<file path="src/rtl/qmult_pkg.sv">
// Shared fixed-point defaults and helpers for the round-robin Q-format multiplier.
package qmult_pkg;

  localparam int N_DEF    = 16;
  localparam int Q_DEF    = 8;
  localparam int NREQ_DEF = 4;

  function automatic int id_width(input int nreq);
    return (nreq > 1) ? $clog2(nreq) : 1;
  endfunction

  // Magnitude of a sign-extended value; the most-negative N-bit input yields 2^(N-1).
  function automatic logic [31:0] fx_abs(input logic signed [31:0] v);
    return (v < 0) ? 32'(-v) : 32'(v);
  endfunction

  function automatic logic [31:0] sat_pos(input int n);
    return (32'd1 << (n - 1)) - 32'd1;
  endfunction

  // Two's complement pattern of -(2^(n-1)-1) within n bits.
  function automatic logic [31:0] sat_neg(input int n);
    return (32'd1 << (n - 1)) + 32'd1;
  endfunction

endpackage

</file>
<file path="src/rtl/qmult_core.sv">
// Combinational sign-magnitude Q-format multiply with overflow flag.
// Saturates on overflow when QMULT_RR_SCHED_SAT_EN is defined.
module qmult_core
  import qmult_pkg::*;
#(
  parameter int N = N_DEF,
  parameter int Q = Q_DEF
) (
  input  logic [N-1:0] i_a,
  input  logic [N-1:0] i_b,
  output logic [N-1:0] o_data,
  output logic         o_ovr
);

  localparam logic [N-1:0] SAT_P = N'(sat_pos(N));
  localparam logic [N-1:0] SAT_N = N'(sat_neg(N));

  logic [31:0]    abs_a, abs_b;
  logic [N-1:0]   mag_a, mag_b, mag, wrapped;
  logic [2*N-1:0] prod;
  logic           neg;
  logic           unused_bits;

  assign abs_a = fx_abs(32'(signed'(i_a)));
  assign abs_b = fx_abs(32'(signed'(i_b)));
  assign mag_a = abs_a[N-1:0];
  assign mag_b = abs_b[N-1:0];

  assign prod    = {{N{1'b0}}, mag_a} * {{N{1'b0}}, mag_b};
  assign mag     = {1'b0, prod[N-2+Q:Q]};
  assign o_ovr   = |prod[2*N-2:N-1+Q];
  assign neg     = i_a[N-1] ^ i_b[N-1];
  assign wrapped = neg ? -mag : mag;

  // Truncated fraction bits and the top product bit never contribute.
  assign unused_bits = ^{abs_a[31:N], abs_b[31:N], prod[2*N-1], prod[Q-1:0]};

  always_comb begin
`ifdef QMULT_RR_SCHED_SAT_EN
    o_data = o_ovr ? (neg ? SAT_N : SAT_P) : wrapped;
`else
    o_data = wrapped;
`endif
  end

endmodule

</file>
<file path="src/rtl/qmult_rr_sched.sv">
// Round-robin scheduler feeding one 2-stage pipelined Q-format multiplier.
// Optional output saturation via QMULT_RR_SCHED_SAT_EN (handled in qmult_core).
module qmult_rr_sched
  import qmult_pkg::*;
#(
  parameter int N    = N_DEF,
  parameter int Q    = Q_DEF,
  parameter int NREQ = NREQ_DEF
) (
  input  logic                       i_clk,
  input  logic                       i_rst,
  input  logic [NREQ-1:0]            i_req_valid,
  output logic [NREQ-1:0]            o_req_ready,
  input  logic [NREQ*N-1:0]          i_req_a,
  input  logic [NREQ*N-1:0]          i_req_b,
  output logic                       o_rsp_valid,
  input  logic                       i_rsp_ready,
  output logic [id_width(NREQ)-1:0]  o_rsp_id,
  output logic [N-1:0]               o_rsp_data,
  output logic                       o_rsp_ovr
);

  localparam int IDW    = id_width(NREQ);
  localparam int STAGES = 2;

  typedef struct packed {
    logic [IDW-1:0] id;
    logic [N-1:0]   a;
    logic [N-1:0]   b;
  } s1_t;

  typedef struct packed {
    logic [IDW-1:0] id;
    logic [N-1:0]   data;
    logic           ovr;
  } rsp_t;

  logic [NREQ-1:0][N-1:0] req_a, req_b;

  for (genvar k = 0; k < NREQ; k++) begin : g_lane
    assign req_a[k] = i_req_a[k*N +: N];
    assign req_b[k] = i_req_b[k*N +: N];
  end

  logic [STAGES:1] vld_pipe_d, vld_pipe_q;
  logic [IDW-1:0]  ptr_d, ptr_q;
  s1_t             s1_d, s1_q;
  rsp_t            rsp_d, rsp_q;

  logic            adv1, adv2, accept, gnt_any;
  logic [IDW-1:0]  gnt_id;
  logic [NREQ-1:0] gnt_oh;
  logic [N-1:0]    core_data;
  logic            core_ovr;
  int              idx;

  assign adv2 = ~vld_pipe_q[2] | i_rsp_ready;
  assign adv1 = ~vld_pipe_q[1] | adv2;

  // First valid requester strictly after the pointer, wrapping around.
  always_comb begin
    gnt_any = 1'b0;
    gnt_id  = '0;
    idx     = 0;
    for (int i = 1; i <= NREQ; i++) begin
      idx = (int'(ptr_q) + i) % NREQ;
      if (!gnt_any && i_req_valid[idx[IDW-1:0]]) begin
        gnt_any = 1'b1;
        gnt_id  = idx[IDW-1:0];
      end
    end
  end

  // Nothing is accepted while reset is held, so no entry survives it.
  assign accept      = gnt_any & adv1 & ~i_rst;
  assign gnt_oh      = gnt_any ? (NREQ'(1) << gnt_id) : '0;
  assign o_req_ready = gnt_oh & {NREQ{adv1 & ~i_rst}};

  qmult_core #(.N(N), .Q(Q)) u_core (
    .i_a    (s1_q.a),
    .i_b    (s1_q.b),
    .o_data (core_data),
    .o_ovr  (core_ovr)
  );

  always_comb begin
    ptr_d      = accept ? gnt_id : ptr_q;
    vld_pipe_d = vld_pipe_q;
    s1_d       = s1_q;
    rsp_d      = rsp_q;
    if (adv1) begin
      vld_pipe_d[1] = accept;
      if (accept) s1_d = '{id: gnt_id, a: req_a[gnt_id], b: req_b[gnt_id]};
    end
    if (adv2) begin
      vld_pipe_d[2] = vld_pipe_q[1];
      if (vld_pipe_q[1]) rsp_d = '{id: s1_q.id, data: core_data, ovr: core_ovr};
    end
  end

  always_ff @(posedge i_clk or posedge i_rst) begin
    if (i_rst) begin
      ptr_q      <= IDW'(NREQ - 1);
      vld_pipe_q <= '0;
      s1_q       <= '0;
      rsp_q      <= '0;
    end else begin
      ptr_q      <= ptr_d;
      vld_pipe_q <= vld_pipe_d;
      s1_q       <= s1_d;
      rsp_q      <= rsp_d;
    end
  end

  assign o_rsp_valid = vld_pipe_q[2];
  assign o_rsp_id    = rsp_q.id;
  assign o_rsp_data  = rsp_q.data;
  assign o_rsp_ovr   = rsp_q.ovr;

endmodule

</file>
<file path="config.mk">
export PLATFORM = sky130hd
export DESIGN_NAME = qmult_rr_sched
export DESIGN_NICKNAME = d
export VERILOG_FILES = /design/src/rtl/qmult_pkg.sv /design/src/rtl/qmult_core.sv /design/src/rtl/qmult_rr_sched.sv
export SDC_FILE = /design/constraint.sdc
export NUM_CORES = 1
export LEC_CHECK = 0
export BUFFER_PORTS_ARGS = -buffer_cell sky130_fd_sc_hd__buf_2
export CAP_MARGIN = 20
export CORE_UTILIZATION = 60
export CTS_BUF_LIST = sky130_fd_sc_hd__clkbuf_4 sky130_fd_sc_hd__clkbuf_8
export DETAILED_ROUTE_END_ITERATION = 8
export PLACE_DENSITY = 0.82
export SLEW_MARGIN = 20
export SYNTH_ARGS = -nofsm -noshare
export SYNTH_HDL_FRONTEND = slang
export SYNTH_SLANG_ARGS = --single-unit
</file>
<file path="constraint.sdc">
create_clock -name i_clk -period 8.8 [get_ports i_clk]
set_input_delay 1.76 -clock i_clk [delete_from_list [all_inputs] [get_ports i_clk]]
set_output_delay 1.76 -clock i_clk [all_outputs]
set_load 0.1 [all_outputs]
</file>
==> impl_results.md <==
* # resized after CTS at 0
* Distinct cells, synth at 73
* EDFF count, synth at 0
* Clock sinks at 57
* Remaining DRCs at 0
* Die height at 147 um
* Row count at 52
* Layout cells sized above 1 at 0.149
* RePlAce Congestion at 1.00
* CTS root buffer: clkbuf_8
* Final period utilization at 0.942
* Post-DRT Antenna Nets at 0
* Worst slew margin at 0.306
* Pre-CTS setup slack at 0.608 ns
* Max Cap Violations at 0
* Most frequent cells in the layout: 350 x nand2_1, 236 x inv_1, 192 x fa_1, 158 x buf_2, 151 x nor2_1
* Reg2reg setup slack at 0.51 ns
* Synthesis Warnings at 0
* Max FO, Critical Path at 8
* # nets final at 2176
* Synth Instances at 1599
* DRC violation total after the first TritonRoute iteration at 825
* Initial core utilization at 0.616
* H-tree Lvls at 3
* CTS Buffer Depth at 2
* Max Slew Vio Count at 0
* RSZ-0062 raised after global routing: no
* Routed WL at 36400 um
* Final WS setup at 0.507 ns
* GRT Total Usage at 0.349
* Die W at 147 um
* Clk slew on worst S/H paths at 0.08 ns
* Crit path top cell by count: fa_1
* Crit start category: flop
* Setup Viol. Count Final at 0
* Final worst path period need at 8.29 ns
* Fillers at 1686
* Area of the multi-input gates at 10000 um^2
* F_max at 121 MHz
* Register area at 1430 um^2
* Post-Synthesis Cell Area at 12600 um^2
* DR pass1 iterations at 6
* CP Capture Type: flop
* Vias post-DR at 11586
* Wire length per cell at 17.9 um
* Global-route wire length before repair at 57900 um
* IO Port Bufs at 158
* Total core area at 20400 um^2
* Antenna violations before repair at 4
* Synth Flop Type: dfrtp_1
* HP Class: flop to flop
* Post-synth ARST share at 1.00
* Post-CTS setup buffer count at 0
* CTS Buf Count at 9
* Detail Placement HPWL at 29800 um
* Clock Skew at 0.0142 ns
* Via density at 5.71
* Clk_lat worst skew at 0.35 ns
* Crit Path Class: flop to flop
* Crit path DAT at 8.50 ns
* Status: complete, no violations
* Synthesized net count at 2026
* Hold Buf Count CTS at 0
* Synthesized flop and latch total at 57
* Grt ovf at 0
* Area growth syn-to-layout at 11.8%
* Commonest non-fill, non-tap cell in the layout: nand2_1
* Critical-path top delay cell: o31ai_1
* Pin count of the biggest net entering global routing at 70
* Register area share after synthesis at 0.114
* Avg Inst Size Synth at 7.85 um^2
* Slew @ Worst Pin at 1.04 ns
* Hold Fails Final Rpt at 0
* Max incr delay on CP at 0.57 ns
* CTS tree: yes
* Fin Setup TNS at 0 ns
* WP data required at 9.01 ns
* Vias in the first global route at 11681
* Die area at 21500 um^2
* Ports at 159
## per-stage QoR
step	cells	utilization	area, um^2	hold WS [ns]
3_3_place_gp	2008	0.678	13800	0.459
2_1_floorplan	1599	-	12600	0.443
5_1_grt	2027	0.689	14000	0.496
4_1_cts	2024	0.689	14000	0.484
3_5_place_dp	2008	0.678	13800	0.466
6_report	2028	0.689	14000	0.481
## layer usage
metal | wire length [um] | up-vias | global-route usage
met5 | 0 | - | 0
met4 | 2070 | 0 | 0.182
met3 | 3400 | 131 | 0.0672
met2 | 17000 | 596 | 0.577
met1 | 13900 | 5521 | 0.436
li1 | - | 5338 | -
## cell type report
cell class | instances | area share
clock inverter | 6 | 0.00588
clock buffer | 10 | 0.00936
sequential | 57 | 0.102
inverter | 238 | 0.0636
antenna | 4 | 0.000713
tap | 270 | 0.0241
timing repair buffer | 206 | 0.0820
multi-input combinational | 1237 | 0.713
## worst max-delay path: cells and delay by family (launching register included)
family / cells / cell delay [ns]
AOI/OAI and AO/OA: 8 / 2.22
adders and majority gates: 8 / 3.62
DFF: 1 / 0.41
buffers and inverters: 4 / 0.37
and+or+nand+nor: 5 / 0.97
xor gates and xnor gates: 2 / 0.56
## cells by family after synthesis
family,share of synthesized area
fa+ha+maj,0.406
compound gates,0.111
buf+inv,0.0927
flops,0.114
xor+xnor,0.0495
mux,0.00698
simple gates,0.220
## final timing paths
path | start | to | cells after the start
setup / recovery | s1_q[16] | o_rsp_data[14] | 27
min in group asynchronous | i_rst | o_rsp_data[0] | 3
max in group asynchronous | i_rst | s1_q[18] | 3
hold reg to reg | s1_q[33] | s1_q[33] | 2
hold / removal | s1_q[33] | s1_q[33] | 2
setup reg to reg | s1_q[16] | o_rsp_data[14] | 27
## flip-flops by register name, summed over array words and instances (netlist names)
| name | cells |
|---|---|
| o_rsp_data | 16 |
| o_rsp_id | 2 |
| o_rsp_ovr | 1 |
| ptr_q | 2 |
| s1_q | 34 |
| vld_pipe_q | 2 |
## synth_stat cells, types with 4 or more instances
cell,n,area [um^2]
a21o_1,10,75.1
a21oi_1,44,220
a31o_2,4,35.0
a31oi_1,5,31.3
and2_1,15,93.8
and3_1,5,31.3
clkbuf_1,61,229
dfrtp_1,55,1380
fa_1,192,3840
ha_1,100,1250
inv_1,237,890
mux2i_1,4,40.0
nand2_1,351,1320
nand2b_1,17,106
nand3_1,44,220
nand4_1,5,31.3
nor2_1,151,567
nor2b_1,5,31.3
nor3_1,12,60.1
nor4_1,5,31.3
o21a_1,9,67.6
o21ai_0,103,515
o21ai_1,4,20.0
o31ai_1,8,60.1
or2_2,9,56.3
or4_1,4,30.0
xnor2_1,40,350
xor2_1,31,272
Power is left out: the tool's default activity adds up to more than one toggle a clock period on the data nets, which glitch-free logic cannot reach.
